<file path="config.mk">
export PLATFORM = sky130hd
export DESIGN_NAME = spi_ram_master
export DESIGN_NICKNAME = d
export VERILOG_FILES = /design/src/rtl/spi_ram_pkg.sv /design/src/rtl/spi_sck_gen.sv /design/src/rtl/spi_ram_master.sv
export SDC_FILE = /design/constraint.sdc
export NUM_CORES = 1
export LEC_CHECK = 0
export CAP_MARGIN = 20
export CORE_MARGIN = 1
export CORE_UTILIZATION = 48
export CTS_CLUSTER_DIAMETER = 60
export CTS_CLUSTER_SIZE = 10
export DETAILED_ROUTE_END_ITERATION = 6
export PLACE_DENSITY_LB_ADDON = 0.08
export SKIP_CTS_REPAIR_TIMING = 1
export SYNTH_ARGS = -nofsm -noshare
export SYNTH_HDL_FRONTEND = slang
export SYNTH_SLANG_ARGS = --single-unit
</file>
<file path="constraint.sdc">
create_clock -name clk -period 2.65 [get_ports clk]
set_input_delay 0.265 -clock clk [delete_from_list [all_inputs] [get_ports clk]]
set_output_delay 0.265 -clock clk [all_outputs]
set_load 0.05 [all_outputs]
</file>
<file path="src/rtl/spi_ram_pkg.sv">
// Shared op encodings, FSM state type and header encoding for the SPI RAM master.
package spi_ram_pkg;

  typedef enum logic [1:0] {
    OP_WR_ADDR = 2'b00,
    OP_WR_DATA = 2'b01,
    OP_RD_ADDR = 2'b10,
    OP_RD_DATA = 2'b11
  } op_e;

  typedef enum logic [2:0] {
    ST_IDLE,
    ST_LEAD,
    ST_HEADER,
    ST_PAYLOAD,
    ST_TURN,
    ST_CAPTURE,
    ST_GAP
  } state_e;

  // Header is {sel, c1, c0} where sel is the read/write select bit of the op.
  function automatic logic [2:0] hdr_bits(input logic [1:0] op);
    return {op[1], op};
  endfunction

endpackage

</file>
<file path="src/rtl/spi_sck_gen.sv">
// SCK divider: toggles SCK every HALF_DIV clk cycles while run is high, and
// flags the clk edge that will drive each SCK transition.
module spi_sck_gen #(
  parameter int HALF_DIV = 2
) (
  input  logic clk,
  input  logic rst,
  input  logic run,
  output logic SCK,
  output logic rise_tick,
  output logic fall_tick
);

  localparam int DW = $clog2(HALF_DIV) + 1;
  localparam logic [DW-1:0] DIV_LAST = DW'(HALF_DIV - 1);

  logic [DW-1:0] div_cnt_q;
  logic          sck_q;
  logic          tick;

  assign tick      = run && (div_cnt_q == DIV_LAST);
  assign rise_tick = tick && !sck_q;
  assign fall_tick = tick && sck_q;
  assign SCK       = sck_q;

  always_ff @(posedge clk) begin
    if (rst || !run) begin
      div_cnt_q <= '0;
      sck_q     <= 1'b0;
    end else if (tick) begin
      div_cnt_q <= '0;
      sck_q     <= ~sck_q;
    end else begin
      div_cnt_q <= div_cnt_q + DW'(1);
    end
  end

endmodule

</file>
<file path="src/rtl/spi_ram_master.sv">
// SPI master turning one host command into one frame for the SPI-slave RAM
// wrapper; RD_DATA frames return the captured MISO byte as a one-cycle pulse.
module spi_ram_master
  import spi_ram_pkg::*;
#(
  parameter int HALF_DIV = 2,
  parameter int RD_TURN  = 1,
  parameter int GAP      = 2
) (
  input  logic       clk,
  input  logic       rst,
  input  logic       cmd_valid,
  output logic       cmd_ready,
  input  logic [1:0] cmd_op,
  input  logic [7:0] cmd_data,
  output logic       rsp_valid,
  output logic [7:0] rsp_data,
  output logic       busy,
  output logic       SCK,
  output logic       SS_n,
  output logic       MOSI,
  input  logic       MISO
);

  localparam int GAP_CYC = GAP * 2 * HALF_DIV;
  localparam int GW      = (GAP_CYC > 1) ? $clog2(GAP_CYC) : 1;
  localparam logic [GW-1:0] GAP_LOAD  = GW'((GAP_CYC > 0) ? GAP_CYC - 1 : 0);
  localparam logic [3:0]    TURN_LAST = 4'((RD_TURN > 0) ? RD_TURN - 1 : 0);

  state_e         state_q, state_d;
  logic [3:0]     bit_cnt_q, bit_cnt_d;
  logic [GW-1:0]  gap_cnt_q, gap_cnt_d;
  logic [1:0]     op_q, op_d;
  logic [10:0]    tx_q, tx_d;
  logic [7:0]     rx_q, rx_d;
  logic           mosi_q, mosi_d;
  logic           ss_n_q, ss_n_d;
  logic           rsp_valid_q, rsp_valid_d;
  logic [7:0]     rsp_data_q, rsp_data_d;

  logic run, rise_tick, fall_tick;

  assign run = state_q inside {ST_LEAD, ST_HEADER, ST_PAYLOAD, ST_TURN, ST_CAPTURE};

  spi_sck_gen #(.HALF_DIV(HALF_DIV)) u_sck_gen (
    .clk       (clk),
    .rst       (rst),
    .run       (run),
    .SCK       (SCK),
    .rise_tick (rise_tick),
    .fall_tick (fall_tick)
  );

  assign cmd_ready = (state_q == ST_IDLE) && !rst;
  assign busy      = (state_q != ST_IDLE);
  assign SS_n      = ss_n_q;
  assign MOSI      = mosi_q;
  assign rsp_valid = rsp_valid_q;
  assign rsp_data  = rsp_data_q;

  always_comb begin
    state_d     = state_q;
    bit_cnt_d   = bit_cnt_q;
    gap_cnt_d   = gap_cnt_q;
    op_d        = op_q;
    tx_d        = tx_q;
    rx_d        = rx_q;
    mosi_d      = mosi_q;
    ss_n_d      = ss_n_q;
    rsp_valid_d = 1'b0;
    rsp_data_d  = rsp_data_q;

    unique case (state_q)
      ST_IDLE: begin
        if (cmd_valid && cmd_ready) begin
          state_d   = ST_LEAD;
          op_d      = cmd_op;
          tx_d      = {hdr_bits(cmd_op), (cmd_op == OP_RD_DATA) ? 8'h00 : cmd_data};
          bit_cnt_d = '0;
          mosi_d    = 1'b0;
          ss_n_d    = 1'b0;
        end
      end
      ST_LEAD: begin
        if (fall_tick) begin
          state_d   = ST_HEADER;
          bit_cnt_d = '0;
          mosi_d    = tx_q[10];
          tx_d      = {tx_q[9:0], 1'b0};
        end
      end
      // The third header fall already drives payload bit 7.
      ST_HEADER: begin
        if (fall_tick) begin
          mosi_d = tx_q[10];
          tx_d   = {tx_q[9:0], 1'b0};
          if (bit_cnt_q == 4'd2) begin
            state_d   = ST_PAYLOAD;
            bit_cnt_d = '0;
          end else begin
            bit_cnt_d = bit_cnt_q + 4'd1;
          end
        end
      end
      ST_PAYLOAD: begin
        if (fall_tick) begin
          if (bit_cnt_q == 4'd7) begin
            bit_cnt_d = '0;
            mosi_d    = 1'b0;
            if (op_q == OP_RD_DATA) begin
              state_d = (RD_TURN == 0) ? ST_CAPTURE : ST_TURN;
            end else begin
              state_d   = (GAP_CYC == 0) ? ST_IDLE : ST_GAP;
              ss_n_d    = 1'b1;
              gap_cnt_d = GAP_LOAD;
            end
          end else begin
            bit_cnt_d = bit_cnt_q + 4'd1;
            mosi_d    = tx_q[10];
            tx_d      = {tx_q[9:0], 1'b0};
          end
        end
      end
      ST_TURN: begin
        if (fall_tick) begin
          if (bit_cnt_q == TURN_LAST) begin
            state_d   = ST_CAPTURE;
            bit_cnt_d = '0;
          end else begin
            bit_cnt_d = bit_cnt_q + 4'd1;
          end
        end
      end
      ST_CAPTURE: begin
        if (rise_tick) begin
          rx_d = {rx_q[6:0], MISO};
        end
        if (fall_tick) begin
          if (bit_cnt_q == 4'd7) begin
            bit_cnt_d   = '0;
            rsp_data_d  = rx_q;
            rsp_valid_d = 1'b1;
            state_d     = (GAP_CYC == 0) ? ST_IDLE : ST_GAP;
            ss_n_d      = 1'b1;
            gap_cnt_d   = GAP_LOAD;
          end else begin
            bit_cnt_d = bit_cnt_q + 4'd1;
          end
        end
      end
      ST_GAP: begin
        if (gap_cnt_q == '0) begin
          state_d = ST_IDLE;
        end else begin
          gap_cnt_d = gap_cnt_q - GW'(1);
        end
      end
      default: begin
        state_d = ST_IDLE;
        ss_n_d  = 1'b1;
        mosi_d  = 1'b0;
      end
    endcase
  end

  always_ff @(posedge clk) begin
    if (rst) begin
      state_q     <= ST_IDLE;
      bit_cnt_q   <= '0;
      gap_cnt_q   <= '0;
      op_q        <= '0;
      tx_q        <= '0;
      rx_q        <= '0;
      mosi_q      <= 1'b0;
      ss_n_q      <= 1'b1;
      rsp_valid_q <= 1'b0;
      rsp_data_q  <= '0;
    end else begin
      state_q     <= state_d;
      bit_cnt_q   <= bit_cnt_d;
      gap_cnt_q   <= gap_cnt_d;
      op_q        <= op_d;
      tx_q        <= tx_d;
      rx_q        <= rx_d;
      mosi_q      <= mosi_d;
      ss_n_q      <= ss_n_d;
      rsp_valid_q <= rsp_valid_d;
      rsp_data_q  <= rsp_data_d;
    end
  end

endmodule

</file>
==> impl_metrics.py <==
metrics = {
    "routing": {
        "postRouteAntennaNets": 0,
        "wl_per_cell_um": 13.4,
        "via_count": 1794,
        "drt_iter0_drc": 138,
        "wirelength_mm": 4.38,
        "drtPass1Iterations": 4,
        "remaining_drc_errors": 0,
        "viasPerCell": 5.47,
    },
    "global_route": {
        "antenna_found_initial": 0,
        "grt.overflow.total": 0,
        "grt_pass1_wl_mm": 7.40,
        "grt_pass1_vias": 1650,
        "grt_usage": 0.190,
        "grt_max_degree": 49,
    },
    "worst_setup_path": {
        "rr_worst_depth": 7,
        "worstPathArrival_ns": 2.56,
        "reg2reg_slack_ns": 0.25,
        "worstPathCellList": "inv_1 -> ha_1 -> or3b_1 -> a32o_2 -> or4_4 -> a41oi_1 -> a221oi_1",
        "cp_data_required_time_ns": 2.81,
        "slowest_delay_ns": 0.49,
        "timing_worst_setup_path_type": "register to register",
        "r2r-end": "bit_cnt_q[1]$_SDFFE_PP0P_",
        "cp_slowest_cell": "or4_4",
        "worstPathMaxFanout": 5,
        "cp-start-kind": "register",
        "rr_startpoint": "bit_cnt_q[0]$_SDFFE_PP0P_",
        "cp-end-kind": "register",
    },
    "finish": {
        "final_common_cell": "dfxtp_1",
        "finish.utilization": 0.604,
        "nFillCells": 391,
        "regArea_um2": 901,
        "area_delta_synth_final_pct": 20.4,
        "drive_gt1_frac": 0.0942,
        "final_cell_mix": "45 x dfxtp_1, 32 x nor2_1, 26 x nand2_1, 26 x clkdlybuf4s50_1, 25 x mux2i_1",
        "multi_input_area_um2": 1190,
        "antenna_cells": 0,
        "layout.nets": 295,
        "fin_cells": 328,
    },
    "synthesis": {
        "synth_edf_count": 0,
        "postSynthNetCount": 271,
        "syn_area_um2": 2200,
        "yosysWarnings": 0,
        "async_flop_share": 0,
        "yosysSeqAreaShare": 0.410,
        "synth_top_area_share": 0.410,
        "synth-main-ff-cell": "dfxtp_1",
        "ys_ff_latch": 45,
        "synth_cell_type_count": 49,
        "synthTopCellsByArea": "dfxtp_1 41%, mux2i_1 11%, nor2_1 5.5%",
        "synth_top_cell_by_area": "dfxtp_1",
        "post_synth.cell_area_avg_um2": 8.76,
        "syn_inst": 251,
    },
    "timing": {
        "finalClockSkew_ns": 0.00562,
        "worst_slew_pin_slew_ns": 0.667,
        "final-setup-viol-count": 0,
        "hold_viol_final": 0,
        "period_needed_ns": 2.40,
        "tns_ns": 0,
        "fin_crit_sh": 0.906,
        "drv_slew": 0,
        "slew_headroom": 0.553,
        "rsz0062_at_grt": "false",
        "fmaxAchievable_ghz": 0.416,
    },
    "outcome": {
        "status": "finished clean",
    },
    "power_and_ir_drop": {
        "power.switching_uw": 760,
        "p_leak_nw": 0.977,
        "intPower_mw": 1.39,
        "power.density_nw_per_um2": 813,
        "total_power_mw": 2.15,
        "comb_power_share": 0.357,
        "ir_worst_vdd_uv": 471,
        "p_clk_frac": 0.252,
        "swShare": 0.353,
        "p_seq_frac": 0.391,
    },
    "cts": {
        "clk_pin_slew_worst_paths_ns": 0.08,
        "cts.path.max_buffers": 2,
        "clkSinkCount": 45,
        "htree_num_levels": 2,
        "tritoncts": "built",
        "cts_root_buf": "clkbuf_8",
        "numCtsBuffers": 5,
        "clk_latency_ns": 0.30,
    },
    "die": {
        "rows": 24,
        "die-width_um": 69.7,
        "dieArea_um2": 4850,
        "core_um2": 4380,
        "io-pin-count": 28,
        "initial_utilization": 0.501,
        "die-height_um": 69.7,
    },
    "flow_run": {
        "maxCapViolations": 0,
    },
    "worst_hold_path": {
        "hold_start": "u_sck_gen.div_cnt_q[0]$_SDFF_PP0_",
        "holdCritPathClass": "register to register",
        "min_to": "u_sck_gen.div_cnt_q[0]$_SDFF_PP0_",
        "worstHoldPathCells": 1,
    },
    "placed_design": {
        "port_buffers": 27,
        "dpl.cell_count": 320,
        "gp_congestion": 0.882,
        "dp_hpwl_mm": 2.95,
    },
}
-- logic make-up (layout without fill, tap and decap cells) --
group | after synthesis | in the layout | synth area share
muxes | 28 | 28 | 0.129
xor gates and xnor gates | 4 | 4 | 0.0159
DFF | 45 | 45 | 0.410
and+or+nand+nor | 95 | 95 | 0.214
adders and majority gates | 6 | 6 | 0.0341
AOI/OAI and AO/OA | 47 | 47 | 0.149
buffers and inverters | 26 | 51 | 0.0484
-- power groups by stage --
stage | Sequential [mW] | Clock, mW | Combinational (mW)
global route | 0.855 | 0.585 | 0.844
finish | 0.842 | 0.543 | 0.769
floorplan | 0.817 | 0 | 0.622
detailed placement | 0.857 | 0 | 0.770
CTS | 0.841 | 0.561 | 0.773
global placement | 0.854 | 0 | 0.767
-- per-layer routing --
metal	part of all wire	routed length (um)	up-vias	global-route usage
li1	-	-	928	-
met2	0.45	1990	36	0.286
met5	0	0	-	0
met4	0.020	88	0	0.113
met1	0.49	2140	822	0.253
met3	0.037	163	8	0.0363
-- worst max path at each step --
stage          cells past startpoint                       from                   endpoint  slack [ns]
3_3_place_gp                       7  bit_cnt_q[0]$_SDFFE_PP0P_  bit_cnt_q[1]$_SDFFE_PP0P_        0.30
2_1_floorplan                      7    state_q[2]$_SDFFE_PP0P_  bit_cnt_q[1]$_SDFFE_PP0P_        0.30
3_5_place_dp                       7  bit_cnt_q[0]$_SDFFE_PP0P_  bit_cnt_q[1]$_SDFFE_PP0P_        0.27
6_report                           7  bit_cnt_q[0]$_SDFFE_PP0P_  bit_cnt_q[1]$_SDFFE_PP0P_        0.25
4_1_cts                            7  bit_cnt_q[0]$_SDFFE_PP0P_  bit_cnt_q[1]$_SDFFE_PP0P_        0.24
5_1_grt                            7  bit_cnt_q[1]$_SDFFE_PP0P_  bit_cnt_q[1]$_SDFFE_PP0P_        0.07
-- synthesized netlist by cell type (all sizes together) (2+ instances only) --
master	n
nor4	5
clkbuf	14
mux2i	25
nand2	26
nand2b	4
nor2	32
a311oi	2
ha	6
a211oi	3
dfxtp	45
a21o	4
nand4b	2
or3b	2
nand3	4
xnor2	3
nor2b	6
o21ai	13
nor3	5
o2bb2ai	2
inv	8
mux2	3
a221oi	2
buf	4
a21oi	9
or4	2
or3	3
-- critical path, delay by kind of cell, from the launching register on --
family                     cells  cell delay, ns
DFF                            1            0.35
and+or+nand+nor                2            0.82
adders and majority gates      1            0.14
buffers and inverters          1            0.09
AOI/OAI and AO/OA              3            0.86
-- final cells by class --
type,instances,area share
clock inverter,2,0.0142
inverter,8,0.0113
tap,52,0.0246
multi-input combinational,180,0.450
clock buffer,6,0.0312
timing repair buffer,35,0.129
sequential,45,0.340
-- state kept, by name (all words and copies together) (netlist names) --
| register | cells |
|---|---|
| rsp_valid | 1 |
| state_q | 3 |
| u_sck_gen.SCK | 1 |
| u_sck_gen.div_cnt_q | 2 |
| rx_q | 8 |
| SS_n | 1 |
| bit_cnt_q | 4 |
| tx_q | 11 |
| gap_cnt_q | 3 |
| MOSI | 1 |
| op_q | 2 |
| rsp_data | 8 |
-- metrics by stage --
stage	setup slack (ns)	hold slack (ns)	cell area (um^2)
after floorplan	0.301	0.407	2200
after global placement	0.303	0.414	2530
after detailed placement	0.267	0.421	2530
after CTS	0.241	0.433	2650
after global routing	0.0720	0.464	2650
final	0.248	0.436	2650
No activity file was read; power rests on OpenSTA's default activity.
